`src/rtl/cpu_pipe_pkg.sv`:
```
// Shared definitions for the pipelined CPU datapath: default widths,
// forwarding-select encodings and a constant log2 helper.
package cpu_pipe_pkg;

    localparam int unsigned WORD_SIZE = 32;

    typedef enum logic [1:0] {
        FWD_RF    = 2'd0,
        FWD_EXMEM = 2'd1,
        FWD_MEMWB = 2'd2,
        FWD_IMM   = 2'd3
    } fwd_sel_e;

    // Ceiling log2; returns 0 for value <= 1.
    function automatic int unsigned clog2(input int unsigned value);
        int unsigned result;
        result = 0;
        for (int unsigned i = 0; i < 32; i++) begin
            if ((64'd1 << i) < 64'(value)) begin
                result = i + 1;
            end
        end
        return result;
    endfunction

    // Select width for an N-way selector, never narrower than one bit.
    function automatic int unsigned sel_width(input int unsigned num);
        return (clog2(num) < 1) ? 1 : clog2(num);
    endfunction

endpackage

```
`src/rtl/pipe_mux_n_if.sv`:
```
// Bus between a producer and the registered N-way selector: packed channels,
// select/valid/stall/flush in, last-stage data/valid/error out.
interface pipe_mux_n_if
    import cpu_pipe_pkg::*;
#(
    parameter int unsigned SIZE = WORD_SIZE,
    parameter int unsigned NUM  = 4
);
    localparam int unsigned SEL_W = sel_width(NUM);

    logic [NUM*SIZE-1:0] data_i;
    logic [SEL_W-1:0]    select_i;
    logic                valid_i;
    logic                stall_i;
    logic                flush_i;
    logic [SIZE-1:0]     data_o;
    logic                valid_o;
    logic                sel_err_o;

    modport master (
        output data_i, select_i, valid_i, stall_i, flush_i,
        input  data_o, valid_o, sel_err_o
    );

    modport slave (
        input  data_i, select_i, valid_i, stall_i, flush_i,
        output data_o, valid_o, sel_err_o
    );

endinterface

```
`src/rtl/pipe_stage_reg.sv`:
```
// One pipeline register with flush (clear to bubble) taking priority over
// stall (hold), and asynchronous active-low reset.
module pipe_stage_reg #(
    parameter int unsigned WIDTH = 34
) (
    input  logic             clk_i,
    input  logic             rst_i,
    input  logic             stall_i,
    input  logic             flush_i,
    input  logic [WIDTH-1:0] d_i,
    output logic [WIDTH-1:0] q_o
);

    always_ff @(posedge clk_i or negedge rst_i) begin
        if (!rst_i) begin
            q_o <= '0;
        end else if (flush_i) begin
            q_o <= '0;
        end else if (!stall_i) begin
            q_o <= d_i;
        end
    end

endmodule

```
`src/rtl/pipe_mux_n.sv`:
```
// Registered N-input selector for forwarding paths: selects one channel,
// tags valid and out-of-range select, and pipelines the result DEPTH stages.
module pipe_mux_n
    import cpu_pipe_pkg::*;
#(
    parameter int unsigned SIZE  = WORD_SIZE,
    parameter int unsigned NUM   = 4,
    parameter int unsigned DEPTH = 1
) (
    input  logic         clk_i,
    input  logic         rst_i,
    pipe_mux_n_if.slave  bus
);

    localparam int unsigned STAGE_W = SIZE + 2;

    logic [SIZE-1:0]    cap_data;
    logic               cap_err;
    logic [STAGE_W-1:0] stage_d [DEPTH];
    logic [STAGE_W-1:0] stage_q [DEPTH];

    // Invalid samples and out-of-range selects both capture zero data.
    always_comb begin
        cap_data = '0;
        if (bus.valid_i) begin
            for (int unsigned k = 0; k < NUM; k++) begin
                if (32'(bus.select_i) == k) begin
                    cap_data = bus.data_i[k*SIZE +: SIZE];
                end
            end
        end
    end

    assign cap_err    = bus.valid_i && (32'(bus.select_i) >= NUM);
    assign stage_d[0] = {cap_err, bus.valid_i, cap_data};

    for (genvar g = 1; g < DEPTH; g++) begin : g_link
        assign stage_d[g] = stage_q[g-1];
    end

    for (genvar g = 0; g < DEPTH; g++) begin : g_stage
        pipe_stage_reg #(
            .WIDTH (STAGE_W)
        ) u_stage (
            .clk_i   (clk_i),
            .rst_i   (rst_i),
            .stall_i (bus.stall_i),
            .flush_i (bus.flush_i),
            .d_i     (stage_d[g]),
            .q_o     (stage_q[g])
        );
    end

    assign bus.data_o    = stage_q[DEPTH-1][SIZE-1:0];
    assign bus.valid_o   = stage_q[DEPTH-1][SIZE];
    assign bus.sel_err_o = stage_q[DEPTH-1][SIZE+1];

endmodule

```
`src/flat_wrapper.sv`:
```
// flat-port wrapper written by rule: the top's interface ports become plain ports
module pipe_mux_n_flat import cpu_pipe_pkg::*;
#(
    parameter int unsigned SIZE  = WORD_SIZE,
    parameter int unsigned NUM   = 4,
    parameter int unsigned DEPTH = 1
)
  (clk_i, rst_i, bus_data_i, bus_select_i, bus_valid_i, bus_stall_i, bus_flush_i, bus_data_o, bus_valid_o, bus_sel_err_o);
  pipe_mux_n_if #(.SIZE(SIZE), .NUM(NUM)) bus_i ();
  input  logic clk_i;
  input  logic rst_i;
  input wire logic [$bits(bus_i.data_i)-1:0] bus_data_i;
  input wire logic [$bits(bus_i.select_i)-1:0] bus_select_i;
  input wire logic [$bits(bus_i.valid_i)-1:0] bus_valid_i;
  input wire logic [$bits(bus_i.stall_i)-1:0] bus_stall_i;
  input wire logic [$bits(bus_i.flush_i)-1:0] bus_flush_i;
  output wire logic [$bits(bus_i.data_o)-1:0] bus_data_o;
  output wire logic [$bits(bus_i.valid_o)-1:0] bus_valid_o;
  output wire logic [$bits(bus_i.sel_err_o)-1:0] bus_sel_err_o;
  assign bus_i.data_i = bus_data_i;
  assign bus_i.select_i = bus_select_i;
  assign bus_i.valid_i = bus_valid_i;
  assign bus_i.stall_i = bus_stall_i;
  assign bus_i.flush_i = bus_flush_i;
  assign bus_data_o = bus_i.data_o;
  assign bus_valid_o = bus_i.valid_o;
  assign bus_sel_err_o = bus_i.sel_err_o;
  pipe_mux_n #(.SIZE(SIZE), .NUM(NUM), .DEPTH(DEPTH)) u_core (.clk_i(clk_i), .rst_i(rst_i), .bus(bus_i));
endmodule
```
`config.mk`:
```
export PLATFORM = sky130hd
export DESIGN_NAME = pipe_mux_n_flat
export DESIGN_NICKNAME = d
export VERILOG_FILES = /design/src/rtl/cpu_pipe_pkg.sv /design/src/rtl/pipe_mux_n_if.sv /design/src/rtl/pipe_stage_reg.sv /design/src/rtl/pipe_mux_n.sv /design/src/flat_wrapper.sv
export SDC_FILE = /design/constraint.sdc
export NUM_CORES = 1
export LEC_CHECK = 0
export ABC_CLOCK_PERIOD_IN_PS = 800
export BUFFER_PORTS_ARGS = -buffer_cell sky130_fd_sc_hd__buf_2
export CAP_MARGIN = 40
export CORE_ASPECT_RATIO = 1.25
export CORE_MARGIN = 8
export CORE_UTILIZATION = 39
export DETAILED_ROUTE_END_ITERATION = 7
export PLACE_DENSITY = 0.9
export SYNTH_ARGS = -nofsm -noshare
export SYNTH_HDL_FRONTEND = slang
export SYNTH_SLANG_ARGS = --single-unit
```
`constraint.sdc`:
```
create_clock -name clk_i -period 0.8 [get_ports clk_i]
set_input_delay 0 -clock clk_i [delete_from_list [all_inputs] [get_ports clk_i]]
set_output_delay 0 -clock clk_i [all_outputs]
set_load 0.005 [all_outputs]
```
==> out/metrics.cfg <==
[synth]
synth_top_area_share_pct = 39.5
netlist_area_um2 = 2090
synth_nets = 322
yosys_warnings = 0
synth_cell_types = 15
ys_ff_latch = 33
syn_avg_cell_area_um2 = 11.2
synth_largest_area_cell = dfrtp_1
ys_seq_area_share_pct = 39.5
ys_top_cells_by_area = dfrtp_1 40%, mux2i_1 31%, a21o_1 12%, o22ai_1 9.6%, buf_2 2.4%
synthCells = 187

[job]
max-cap-violations = 0

[global_routing]
antenna_found_initial = 0
grt_pass1_vias = 2487
grt_pass1_wl_mm = 11.4
overflow = 0
grt_usage_pct = 17.6
grt_max_degree = 34

[cells_and_area]
seq_area_um2 = 826
regMostFlops = u_core.g_stage.u_stage.q_o
post-route-util_pct = 67.5
area_growth_syn_to_layout_pct = 71.1
biggestRegsByFlops = u_core.g_stage.u_stage.q_o x33
diodes = 0
multi_input_area_um2 = 1360
final_nets = 509
drive_gt1_share_pct = 63.6
fillerInstances = 397
stdcell_area_um2 = 3570
largest_reg_flops = 33
finalNonFillerCells = 438

[timing]
rsz0062_at_grt = true
post-route-min-period_ns = 0.925
slew_violations = 0
fin_tns_setup_ns = -2.77
setup_viol = 34
max_freq_mhz = 1080
hold_slack_ns = 0.0927
fin_crit_sh_pct = 116
hold_violations = 0
finalClockSkew_ns = 0
setup_ws_ns = -0.125

[detailed_routing]
drtPass1Iterations = 3
routed_wl_mm = 7.71
drt_iter0_drc = 31
vias = 2264
drc = 0
wire_per_inst_um = 17.6
vias_per_cell = 5.17
final_antenna_net_count = 0

[critical_path]
r2r.worst_path.cells = 2
reg2reg_to = u_core.g_stage[0].u_stage.q_o[13]
critPathTopFamily = simple AND/OR/NAND/NOR gates
rrSetupSlack_ns = 0.01
critical_path_class = in -> reg
worst_ep_required_time_ns = 1.01
crit_path_cell_trace = buf_6 > or4b_4 > buf_12 > o22ai_2 > a21o_1
cp_slowest_stage_delay_ns = 0.62
startpoint_type = input pin
crit_fanout = 13
crit_buf_inv = 2
critical_path.slowest_cell = or4b_4
crit_path_start = bus_select_i[1]
rr_startpoint = u_core.g_stage[0].u_stage.q_o[13]
endpoint_kind = register
cp_data_arrival_time_ns = 1.13

[floorplan]
rows = 30
die_x_um = 81.5
initial_core_util_pct = 39.5
core_um2 = 5290
dieArea_um2 = 7970
die_height_um = 97.8
ios = 169

[run_status]
status = finished, violations left
violations = negative setup slack

[placement]
dp_hpwl_mm = 6.10
io_buffers = 167
place_congestion = 0.725
place_area_um2 = 3270
dp.cells = 414

[min_path]
min_path_type = in -> reg
hold_end = u_core.g_stage[0].u_stage.q_o[19]
min_path_cells = 4
hold_start = bus_data_i[19]

[clock_tree]
cts-root-buf = clkbuf_8
htreeDepth = 2
cts_tree = done
clkTransAtPathRegs_ns = 0.07
clockBufferDepth = 2
cts_buffers = 5
clock-sinks = 33
clkLatencyLatePin_ns = 0.26

[power_and_ir_drop]
p_per_area_nw_per_um2 = 1190
ir_drop_v = 0.00101
p_leak_uw = 0.00225

cell usage in the layout (no fill, tap or decap), types with 2 or more instances in the layout:
cell type      Yosys  final
o22ai_4            0      3
clkbuf_8           0      6
buf_2             10    163
buf_4              1     22
buf_8              3      2
buf_6              1      4
mux2i_1           65     65
dfrtp_1           33     33
o22ai_2            0     28
a21o_1            32     32
dlygate4sd3_1      0      2
buf_12             0      6
how the worst max path moves through the flow:
| stage | end | slack [ns] | cells after the start |
|---|---|---|---|
| final | u_core.g_stage[0].u_stage.q_o[5] | -0.13 | 5 |
| after global routing | u_core.g_stage[0].u_stage.q_o[5] | -0.14 | 5 |
| after CTS | u_core.g_stage[0].u_stage.q_o[27] | -0.12 | 6 |
| after detailed placement | u_core.g_stage[0].u_stage.q_o[27] | -0.45 | 6 |
| after global placement | u_core.g_stage[0].u_stage.q_o[8] | -0.53 | 3 |
| after floorplan | u_core.g_stage[0].u_stage.q_o[0] | -0.22 | 5 |
Yosys cell counts:
cell type  instances
nor2_1             1
buf_1              1
nand4bb_1          1
conb_1             1
buf_2             10
o22ai_1           32
buf_6              1
clkbuf_1           4
nor2b_1            1
buf_4              1
or4b_4             1
dfrtp_1           33
buf_8              3
a21o_1            32
mux2i_1           65
power breakdown:
group	leakage (uW)	internal [uW]	switching, uW
logic	0.00175	697	527
clock network	0.0000443	682	535
registers	0.000450	1750	43.4
total	0.00225	3130	1110
area by class of cell:
class | instances | area share [%]
Clock buffer | 7 | 2.42
Tap cell | 64 | 2.24
Multi-Input combinational cell | 134 | 38.0
Sequential cell | 33 | 23.1
Timing Repair Buffer | 200 | 34.2
repair_timing:
item,CTS,global route
hold buffers,2,0
hold endpoints to repair,34,0
setup buffers,2,13
cloned,0,1
gates resized for setup,6,7
endpoints found under the setup margin,42,64
stage by stage:
| step | power (uW) | setup WS [ns] |
|---|---|---|
| floorplan | 2370 | -0.223 |
| global placement | 2890 | -0.525 |
| detailed placement | 2950 | -0.453 |
| CTS | 4210 | -0.122 |
| global route | 4460 | -0.142 |
| finish | 4230 | -0.125 |
logic make-up after synthesis:
| logic type | share of synthesized area, % |
|---|---|
| compound gates | 21.1 |
| flops | 39.5 |
| other cells | 0.180 |
| simple gates | 1.68 |
| mux | 31.2 |
| buf+inv | 6.35 |
worst min-delay path, cell delays in order:
cell	delay, ns
buf_2	0.08
mux2i_1	0.06
o22ai_2	0.11
a21o_1	0.09
layer usage:
metal,vias to the layer above,global-route usage [%],share of wire (%)
li1,1086,-,-
met1,1076,17.5,35
met2,92,33.5,56
met3,10,4.41,7.0
met4,0,5.52,1.4
met5,-,0,0
(Power assumes the default switching activity.)
